File: src/rtl/lcd_pkg.sv
// Shared constants, default timing and FSM state type for the LCD write scheduler.
package lcd_pkg;

  localparam int unsigned LCD_COLS    = 16;
  localparam int unsigned LCD_TEXT_W  = 128;
  localparam int unsigned LCD_MAX_LEN = 16;
  localparam int unsigned LCD_LEN_W   = 8;
  localparam int unsigned LCD_CNT_W   = 24;

  // 22 ms power-up blackout and per-slot hold at 50 MHz
  localparam int unsigned INIT_CYCLES_DEF = 1_100_000;
  localparam int unsigned SLOT_CYCLES_DEF = 2_100;

  typedef enum logic [1:0] {
    StInit,
    StIdle,
    StHold
  } lcd_state_e;

  function automatic logic [LCD_LEN_W-1:0] clamp_len(input logic [LCD_LEN_W-1:0] len);
    return (len > LCD_LEN_W'(LCD_MAX_LEN)) ? LCD_LEN_W'(LCD_MAX_LEN) : len;
  endfunction

endpackage

File: src/rtl/lcd_req_arbiter.sv
// Requester winner select: round-robin with last-winner pointer, or fixed priority
// (lowest index wins, no state) when LCD_SCHED_FIXED_PRIO_EN is defined.
module lcd_req_arbiter
  import lcd_pkg::*;
#(
  parameter int unsigned NUM_REQ = 3,
  parameter int unsigned IdxW    = 2
) (
`ifndef LCD_SCHED_FIXED_PRIO_EN
  input  logic               clk,
  input  logic               rst_n,
  input  logic               advance_i,
`endif
  input  logic [NUM_REQ-1:0] req_i,
  output logic               valid_o,
  output logic [IdxW-1:0]    winner_o
);

`ifdef LCD_SCHED_FIXED_PRIO_EN

  always_comb begin
    valid_o  = 1'b0;
    winner_o = '0;
    for (int i = NUM_REQ - 1; i >= 0; i--) begin
      if (req_i[i]) begin
        valid_o  = 1'b1;
        winner_o = IdxW'(i);
      end
    end
  end

`else

  logic [IdxW-1:0] ptr_q, ptr_d;
  int unsigned     cand;
  logic [IdxW-1:0] cand_idx;

  // Search begins one past the last winner; the last winner itself has lowest priority.
  always_comb begin
    valid_o  = 1'b0;
    winner_o = '0;
    cand     = 0;
    cand_idx = '0;
    for (int unsigned off = 1; off <= NUM_REQ; off++) begin
      cand     = (32'(ptr_q) + off) % NUM_REQ;
      cand_idx = IdxW'(cand);
      if (!valid_o && req_i[cand_idx]) begin
        valid_o  = 1'b1;
        winner_o = cand_idx;
      end
    end
  end

  assign ptr_d = advance_i ? winner_o : ptr_q;

  always_ff @(posedge clk or negedge rst_n) begin
    if (!rst_n) begin
      ptr_q <= '0;
    end else begin
      ptr_q <= ptr_d;
    end
  end

`endif

endmodule

File: src/rtl/lcd_write_scheduler.sv
// Arbitrates text writes from several requesters onto one slow character LCD controller,
// blanking during power-up init and holding per command slot. Macro: LCD_SCHED_FIXED_PRIO_EN.
module lcd_write_scheduler
  import lcd_pkg::*;
#(
  parameter int unsigned NUM_REQ     = 3,
  parameter int unsigned INIT_CYCLES = INIT_CYCLES_DEF,
  parameter int unsigned SLOT_CYCLES = SLOT_CYCLES_DEF
) (
  input  logic                    clk,
  input  logic                    rst_n,
  input  logic [NUM_REQ-1:0]      req_i,
  input  logic [NUM_REQ*5-1:0]    req_x_i,
  input  logic [NUM_REQ*2-1:0]    req_y_i,
  input  logic [NUM_REQ*128-1:0]  req_text_i,
  input  logic [NUM_REQ*8-1:0]    req_len_i,
  output logic [NUM_REQ-1:0]      gnt_o,
  output logic                    lcd_write_req_o,
  output logic [4:0]              lcd_x_pos_o,
  output logic [1:0]              lcd_y_pos_o,
  output logic [LCD_TEXT_W-1:0]   lcd_text_o,
  output logic [LCD_LEN_W-1:0]    lcd_text_len_o,
  output logic                    busy_o
);

  localparam int unsigned IdxW = (NUM_REQ > 1) ? $clog2(NUM_REQ) : 1;
  localparam int unsigned CntW = LCD_CNT_W;
  localparam logic [CntW-1:0] InitLast = CntW'(INIT_CYCLES - 1);

  lcd_state_e              state_q, state_d;
  logic [CntW-1:0]         cnt_q, cnt_d;
  logic [NUM_REQ-1:0]      gnt_q, gnt_d;
  logic                    wr_q, wr_d;
  logic [4:0]              x_q, x_d;
  logic [1:0]              y_q, y_d;
  logic [LCD_TEXT_W-1:0]   text_q, text_d;
  logic [LCD_LEN_W-1:0]    len_q, len_d;

  logic                    win_valid;
  logic [IdxW-1:0]         win_idx;
  logic [LCD_LEN_W-1:0]    win_len;
  logic [CntW-1:0]         hold_cycles;

`ifndef LCD_SCHED_FIXED_PRIO_EN
  logic advance;
  assign advance = (state_q == StIdle) && win_valid;
`endif

  lcd_req_arbiter #(
    .NUM_REQ (NUM_REQ),
    .IdxW    (IdxW)
  ) u_arbiter (
`ifndef LCD_SCHED_FIXED_PRIO_EN
    .clk       (clk),
    .rst_n     (rst_n),
    .advance_i (advance),
`endif
    .req_i     (req_i),
    .valid_o   (win_valid),
    .winner_o  (win_idx)
  );

  assign win_len     = clamp_len(req_len_i[32'(win_idx)*8 +: 8]);
  // One address-set slot plus one slot per character
  assign hold_cycles = CntW'((32'(win_len) + 32'd1) * SLOT_CYCLES);

  always_comb begin
    state_d = state_q;
    cnt_d   = cnt_q;
    gnt_d   = '0;
    wr_d    = 1'b0;
    x_d     = x_q;
    y_d     = y_q;
    text_d  = text_q;
    len_d   = len_q;
    unique case (state_q)
      StInit: begin
        if (cnt_q >= InitLast) begin
          state_d = StIdle;
          cnt_d   = '0;
        end else begin
          cnt_d = cnt_q + 1'b1;
        end
      end
      StIdle: begin
        if (win_valid) begin
          gnt_d[win_idx] = 1'b1;
          // Zero-length grants only consume the request; outputs keep their last values
          if (win_len != '0) begin
            wr_d    = 1'b1;
            x_d     = req_x_i[32'(win_idx)*5 +: 5];
            y_d     = req_y_i[32'(win_idx)*2 +: 2];
            text_d  = req_text_i[32'(win_idx)*128 +: 128];
            len_d   = win_len;
            state_d = StHold;
            cnt_d   = hold_cycles;
          end
        end
      end
      StHold: begin
        if (cnt_q <= CntW'(1)) begin
          state_d = StIdle;
          cnt_d   = '0;
        end else begin
          cnt_d = cnt_q - 1'b1;
        end
      end
      default: begin
        state_d = StInit;
        cnt_d   = '0;
      end
    endcase
  end

  always_ff @(posedge clk or negedge rst_n) begin
    if (!rst_n) begin
      state_q <= StInit;
      cnt_q   <= '0;
      gnt_q   <= '0;
      wr_q    <= 1'b0;
      x_q     <= '0;
      y_q     <= '0;
      text_q  <= '0;
      len_q   <= '0;
    end else begin
      state_q <= state_d;
      cnt_q   <= cnt_d;
      gnt_q   <= gnt_d;
      wr_q    <= wr_d;
      x_q     <= x_d;
      y_q     <= y_d;
      text_q  <= text_d;
      len_q   <= len_d;
    end
  end

  assign gnt_o           = gnt_q;
  assign lcd_write_req_o = wr_q;
  assign lcd_x_pos_o     = x_q;
  assign lcd_y_pos_o     = y_q;
  assign lcd_text_o      = text_q;
  assign lcd_text_len_o  = len_q;
  assign busy_o          = (state_q != StIdle);

endmodule

File: config.mk
export PLATFORM = sky130hd
export DESIGN_NAME = lcd_write_scheduler
export DESIGN_NICKNAME = d
export VERILOG_FILES = /design/src/rtl/lcd_pkg.sv /design/src/rtl/lcd_req_arbiter.sv /design/src/rtl/lcd_write_scheduler.sv
export SDC_FILE = /design/constraint.sdc
export NUM_CORES = 1
export LEC_CHECK = 0
export ABC_CLOCK_PERIOD_IN_PS = 7400
export CORE_AREA = 2 2 229 231
export DETAILED_ROUTE_END_ITERATION = 6
export DIE_AREA = 0 0 231 233
export GPL_TIMING_DRIVEN = 0
export PLACE_DENSITY = 0.59
export SYNTH_ARGS = -nofsm -noshare
export SYNTH_HDL_FRONTEND = slang
export SYNTH_SLANG_ARGS = --single-unit
File: constraint.sdc
create_clock -name clk -period 7.4 [get_ports clk]
set_input_delay 1.48 -clock clk [delete_from_list [all_inputs] [get_ports clk]]
set_output_delay 1.48 -clock clk [all_outputs]
set_load 0.01 [all_outputs]
After elaboration in Yosys (flattened, before gate mapping)
Index checks and enable logic that the tools add are counted.

word-level totals
  bits in registers = 175
  logic and storage cells = 80

cells by class
  add/sub/neg operators = 6
  multiply operators = 2
  divide/modulo/power cells = 3
  order comparisons = 8
  equal/unequal tests = 7
  shift-type cells = 4
  muxes and demuxes = 30
  reductions and logical operators = 11

operators with widths
  kind                   number
  $shiftx 384x10->128    1
  $mod 32x2->32 const B  3
  $mux 24                4
  $pmux 24 s3            1
  $add 24x1->24 const B  1
  $ge 24x21->1 const B   1
  $le 24x1->1 const B    1
  $shiftx 24x6->8        1
  $sub 24x1->24 const B  1
  $mul 9x10->19 const B  1
  $shiftx 15x6->5        1
  $mux 2                 7
  $lt 2x3->1 const B     4
  $mux 1                 10
  $add 8x1->9 const B    1
  $gt 8x5->1 const B     1
  $mux 8                 1
  $reduce_bool 8->1      1
  $add 2x2->3 const B    2
  $bmux 1 s2             3
  $mux 3                 2
  $ne 2x2->1 const B     3
  $pmux 2 s3             1
  $shiftx 6x4->2         1
  other kinds (13)       18

Logic depth before layout (Yosys ltp)
Gate-level depths: netlist (run 1).

  word-level depth = 19
  depth in mapped cells = 29
  gate-level depth less buffers = 27

Modules after synthesis
Synthesis (run 1) repeated with hierarchy kept, for this count alone.

unflattened totals
  cells, all modules = 1350
  area total of the unflattened synthesis = 11414.7 µm²

modules (own cells, without submodules)
  module               times used  cells an instance  area each (µm²)  seq. area each (µm²)
  lcd_write_scheduler  1           1323               11202.0          4329.2
  lcd_req_arbiter      1           27                 212.7            50.0

Worst setup path after synthesis (run 1)
No wires, ideal clock.

  kind = input to register
  from = in req_i[0]
  to = reg cnt_q[15]
  library setup time = 121 ps
  data arrival time = 6544 ps
  data required time = 7279 ps
  path slack = 735 ps
  stages = 23
  cell sequence = nor2b_1 > o21bai_1 > a31oi_4 > o21ai_1 > o221a_2 > nand2_1 > inv_1 > ha_1 > xnor2_1 > ha_1 > ha_1 > ha_1 > fa_1 > ha_1 > fa_1 > a21o_1 > a211oi_1 > nor2_1 > o41ai_1 > xnor2_1 > a21oi_1 > a21oi_1 > o22a_1

on the way
  cells in the longest elaborated chain, start to end = 17
  elaborated cells on any way between the ends = 28
  those cells by class = 1 x add/sub; 1 x mul; 1 x order compare; 2 x eq/ne; 1 x shift; 16 x mux; 6 x reduce/logical

ends and longest elaborated chain
  what                          RTL line                    text
  from (decl)                   lcd_write_scheduler.sv:12   input logic [NUM_REQ-1:0] req_i,
  $bmux 1 s2                    lcd_req_arbiter.sv:47       if (!valid_o && req_i[cand_idx]) begin
  $mux 1 (implied by the code)  lcd_req_arbiter.sv:47
  $mux 1                        lcd_req_arbiter.sv:47
  $logic_not 1->1               lcd_req_arbiter.sv:47
  $logic_and 1x1->1             lcd_req_arbiter.sv:47
  $mux 1                        lcd_req_arbiter.sv:47
  $logic_not 1->1               lcd_req_arbiter.sv:47
  $logic_and 1x1->1             lcd_req_arbiter.sv:47
  [... 2 more ...]              --
  $gt 8x5->1                    lcd_pkg.sv:21               return (len > LCD_LEN_W'(LCD_MAX_LEN)) ? LCD_LEN_W'(LCD_MAX_LEN) : len;
  $mux 8 *                      lcd_pkg.sv:21
  via win_len[0]                lcd_write_scheduler.sv:41   logic [LCD_LEN_W-1:0] win_len;
  $add 8x1->9                   lcd_write_scheduler.sv:65   assign hold_cycles = CntW'((32'(win_len) + 32'd1) * SLOT_CYCLES);
  $mul 9x10->19                 lcd_write_scheduler.sv:65
  $mux 24                       lcd_write_scheduler.sv:89   if (win_len != '0) begin
  $mux 24                       lcd_write_scheduler.sv:86   if (win_valid) begin
  $pmux 24 s3                   lcd_write_scheduler.sv:76   unique case (state_q)
  to (signal assigned)          lcd_write_scheduler.sv:127  cnt_q <= cnt_d;
  to (decl)                     lcd_write_scheduler.sv:31   logic [CntW-1:0] cnt_q, cnt_d;

Mark *: on every way through the listed nets, which the timed path passes. The rest lies on a longest branch. The select of a mux whose other input is x is not followed.
A chain may end at the register's enable or synchronous reset.

Worst setup path in the final report (run 1)
Same ends and word-level chain as after synthesis.

==> results.yml, run 1 <==
synth:
  async_flop_share: 1.00
  ys_warn_count: 0
  synth_cell_type_count: 66
  syn_area_per_cell_sq_um: 9.27
  synth-seq-area-share: 0.370
  synth_seq_cells: 175
  synth_edf_count: 0
  synth_cells: 1278
  syn_area_sq_mm: 0.0119
  synthFlopType: "dfrtp_1"
timing:
  timing.slew.headroom: 0.247
  fin_worst_skew_ns: 0.0167
  worstMarginPinSlew_ns: 1.13
  finalHoldViolations: 0
  fin_crit_sh: 0.965
  fmax_ghz: 0.140
  min_period_ns: 7.14
  setup_viol: 0
  drv_slew: 0
  hold-worst-slack_ns: 0.478
clocking:
  cts_tree: "built"
  clk-insertion-delay-late_ns: 0.51
  clkTransAtPathRegs_ns: 0.07
  cts_inserted_buffers: 17
  cts-root-buf: "clkbuf_16"
  cts_sinks: 175
  htree_levels: 4
  cts_buffer_depth: 2
setup_path:
  arrival_ns: 7.53
  critical_path_class: "in2reg"
  critPathLaunchType: "primary input"
  crit_path_max_fanout: 7
  crit_required_ns: 7.79
  critPathCaptureType: "flip-flop"
job:
  drv_cap: 0
finish:
  fin_nets: 2387
  drive_above_1_share: 0.0487
  nFillCells: 5210
  fin_util: 0.377
  syn2layout_area_growth_pct: 62.6
  fin_cells: 2593
global_routing:
  grt_first_pass_wirelength_um: 92100
  grt_pass1_vias: 12900
  grt_overflow: 0
  antenna_found_initial: 21
  grt_usage: 0.242
  grt_max_degree: 106
detailed_routing:
  drc: 14
  vias_per_cell: 5.00
  postRouteAntennaNets: 0
  highest-signal-layer: "met5"
  wire_per_inst_um: 25.8
  met3_wirelength_um: 5190
  met2_length_um: 31800
  wl_um: 67000
  drt-met1-wl_um: 27600
  drt_iter0_drc: 875
  firstDrtPassIters: 7
  vias: 13000
power:
  net-switching-power_mw: 1.10
  clockPowerShare: 0.289
  share_comb_of_total_power: 0.372
  p_int_mw: 2.08
  pwr-share-seq: 0.339
  leakage_nw: 8.73
  p_per_area_mw_per_mm2: 165
  irDropWorstVdd_v: 0.000178
  power_switching_share: 0.347
floorplan:
  rows: 83
  die-area_sq_mm: 0.0538
  die_y_um: 233
  coreArea_sq_mm: 0.0511
  die_w_um: 231
  initial_core_util: 0.232
  io_pins: 582
placement:
  placed_cells: 2552
  hpwl_um: 55000
  port_buffers: 581
  gp_congestion: 0.909
run_status:
  violations: "design-rule violations"
  status: "finished, violations left"
hold_path:
  hold_class: "reg2reg"
-- power by group through the flow --
stage / Sequential (mW) / Combinational (mW) / Clock, mW
after floorplan: 1.13 / 0.495 / 0
after global placement: 1.10 / 1.16 / 0
after detailed placement: 1.10 / 1.16 / 0
after CTS: 1.08 / 1.17 / 0.951
after global routing: 1.09 / 1.28 / 0.980
final: 1.08 / 1.18 / 0.921
-- worst max-delay path, cell delays in order --
cell             delay [ns]
clkdlybuf4s50_1        0.52
nor2b_1                0.30
o21bai_1               0.17
a31oi_4                0.34
mux2i_2                0.36
o221a_4                0.34
nand2_2                0.13
inv_1                  0.15
ha_1                   0.28
xnor2_4                0.18
ha_1                   0.28
ha_1                   0.30
ha_1                   0.20
fa_1                   0.45
ha_1                   0.24
fa_1                   0.41
a21o_1                 0.19
a211oi_1               0.24
nor2_1                 0.10
o41ai_2                0.29
xnor2_1                0.15
a21oi_1                0.16
a21oi_1                0.05
o22a_1                 0.21
-- Yosys cell counts, types with 4 or more instances --
library cell,number,area [sq um]
xor2_1,5,43.8
buf_2,34,170
a221o_1,6,60.1
a22oi_1,5,37.5
o221ai_1,4,35.0
ha_1,49,613
o21ai_0,27,135
and2_1,8,50.1
nand3_1,16,80.1
buf_1,12,45.0
nand2_1,47,176
o31ai_1,14,105
xnor2_1,9,78.8
mux2i_1,143,1430
a211oi_1,138,1040
fa_1,9,180
nor2b_1,5,31.3
o21ai_1,13,65.1
a31oi_1,11,68.8
nor2_1,179,672
nor3_1,18,90.1
a21oi_1,25,125
a21o_1,141,1060
inv_1,37,139
dfrtp_1,175,4380
nor4_1,10,62.6
a222oi_1,4,40.0
and3_1,7,43.8
nand2b_1,4,25.0
o22ai_1,9,56.3
clkbuf_1,58,218
-- per-stage QoR --
step | TNS (ns) | setup slack [ns] | area (sq um) | total power [mW]
finish | 0 | 0.259 | 19300 | 3.18
CTS | 0 | 0.0693 | 19200 | 3.20
floorplan | 0 | 0.735 | 11900 | 1.62
detailed placement | -3.75 | -1.08 | 18600 | 2.26
global route | -0.0128 | -0.0128 | 19300 | 3.35
global placement | -586.90 | -3.37 | 18600 | 2.25
-- layout by cell type, fill, tap and decap left out, drive strengths merged, types with 6 or more instances in the layout --
cell / n
mux2i: 143
and2: 8
nand3: 16
nand2: 48
conb: 14
o221ai: 6
clkbuf: 77
a211oi: 138
and3: 7
ha: 49
a21oi: 25
a221o: 6
nor3: 18
a21o: 141
o22ai: 10
nor4: 10
nor2: 179
dfrtp: 175
o21ai: 40
fa: 9
clkdlybuf4s50: 580
xnor2: 9
inv: 45
a31oi: 12
buf: 53
o31ai: 16
-- flip-flops by register name (all words and copies together), names as in the netlist, 2 cells and up --
register	cells
lcd_x_pos_o	5
lcd_y_pos_o	2
lcd_text_o	128
state_q	2
lcd_text_len_o	8
gnt_o	3
cnt_q	24
u_arbiter.ptr_q	2
-- layer usage --
layer  global-route usage  vias to the layer above
li1                     -                     5944
met1                0.295                     6343
met2                0.399                      557
met3               0.0749                      102
met4               0.0944                       14
met5                    0                        -
-- worst paths after layout --
path	startpoint	end	slack (ns)	depth (start not counted)
worst max-delay path	req_i[0]	cnt_q[15]	0.26	24
worst min-delay path	lcd_text_o[123]	lcd_text_o[123]	0.48	1
worst max register to register	u_arbiter.ptr_q[0]	cnt_q[15]	0.97	25
worst min register to register	lcd_text_o[123]	lcd_text_o[123]	0.48	1
max in group asynchronous	rst_n	lcd_text_o[96]	5.41	2
min in group asynchronous	rst_n	cnt_q[0]	0.93	1
-- area by class of cell --
type | instances | area [sq um] | share of cell area
Tap cell | 680 | 851 | 0.0441
Timing Repair Buffer | 586 | 5880 | 0.305
Multi-Input combinational cell | 972 | 7010 | 0.364
Antenna cell | 5 | 12.5 | 0.000649
Clock inverter | 13 | 121 | 0.00630
Inverter | 38 | 143 | 0.00740
Clock buffer | 19 | 433 | 0.0225
Buffer | 105 | 447 | 0.0232
Sequential cell | 175 | 4380 | 0.227
-- cell families (layout without fill, tap and decap cells) --
family	after synthesis	in the layout	synth area share
flops	175	175	0.370
xor+xnor	14	14	0.0103
fa+ha+maj	58	58	0.0669
compound gates	429	429	0.266
mux	144	144	0.122
simple gates	313	313	0.115
buf+inv	143	761	0.0492
other cells	2	19	0.000634
-- repair_timing --
item	CTS	global route
pin swaps	0	3
resized for setup	4	12
setup endpoints to repair	3	3
hold buffers	0	0
buffers inserted	0	4
gates cloned	0	0
No activity file was read; power rests on OpenSTA's default activity.
==> inputs of run 2 (changes only) <==
- CTS_CLUSTER_DIAMETER: unset -> 50
==> results of run 2 <==
Same layout as run 1: the final DEF is identical, and so are final timing and power.
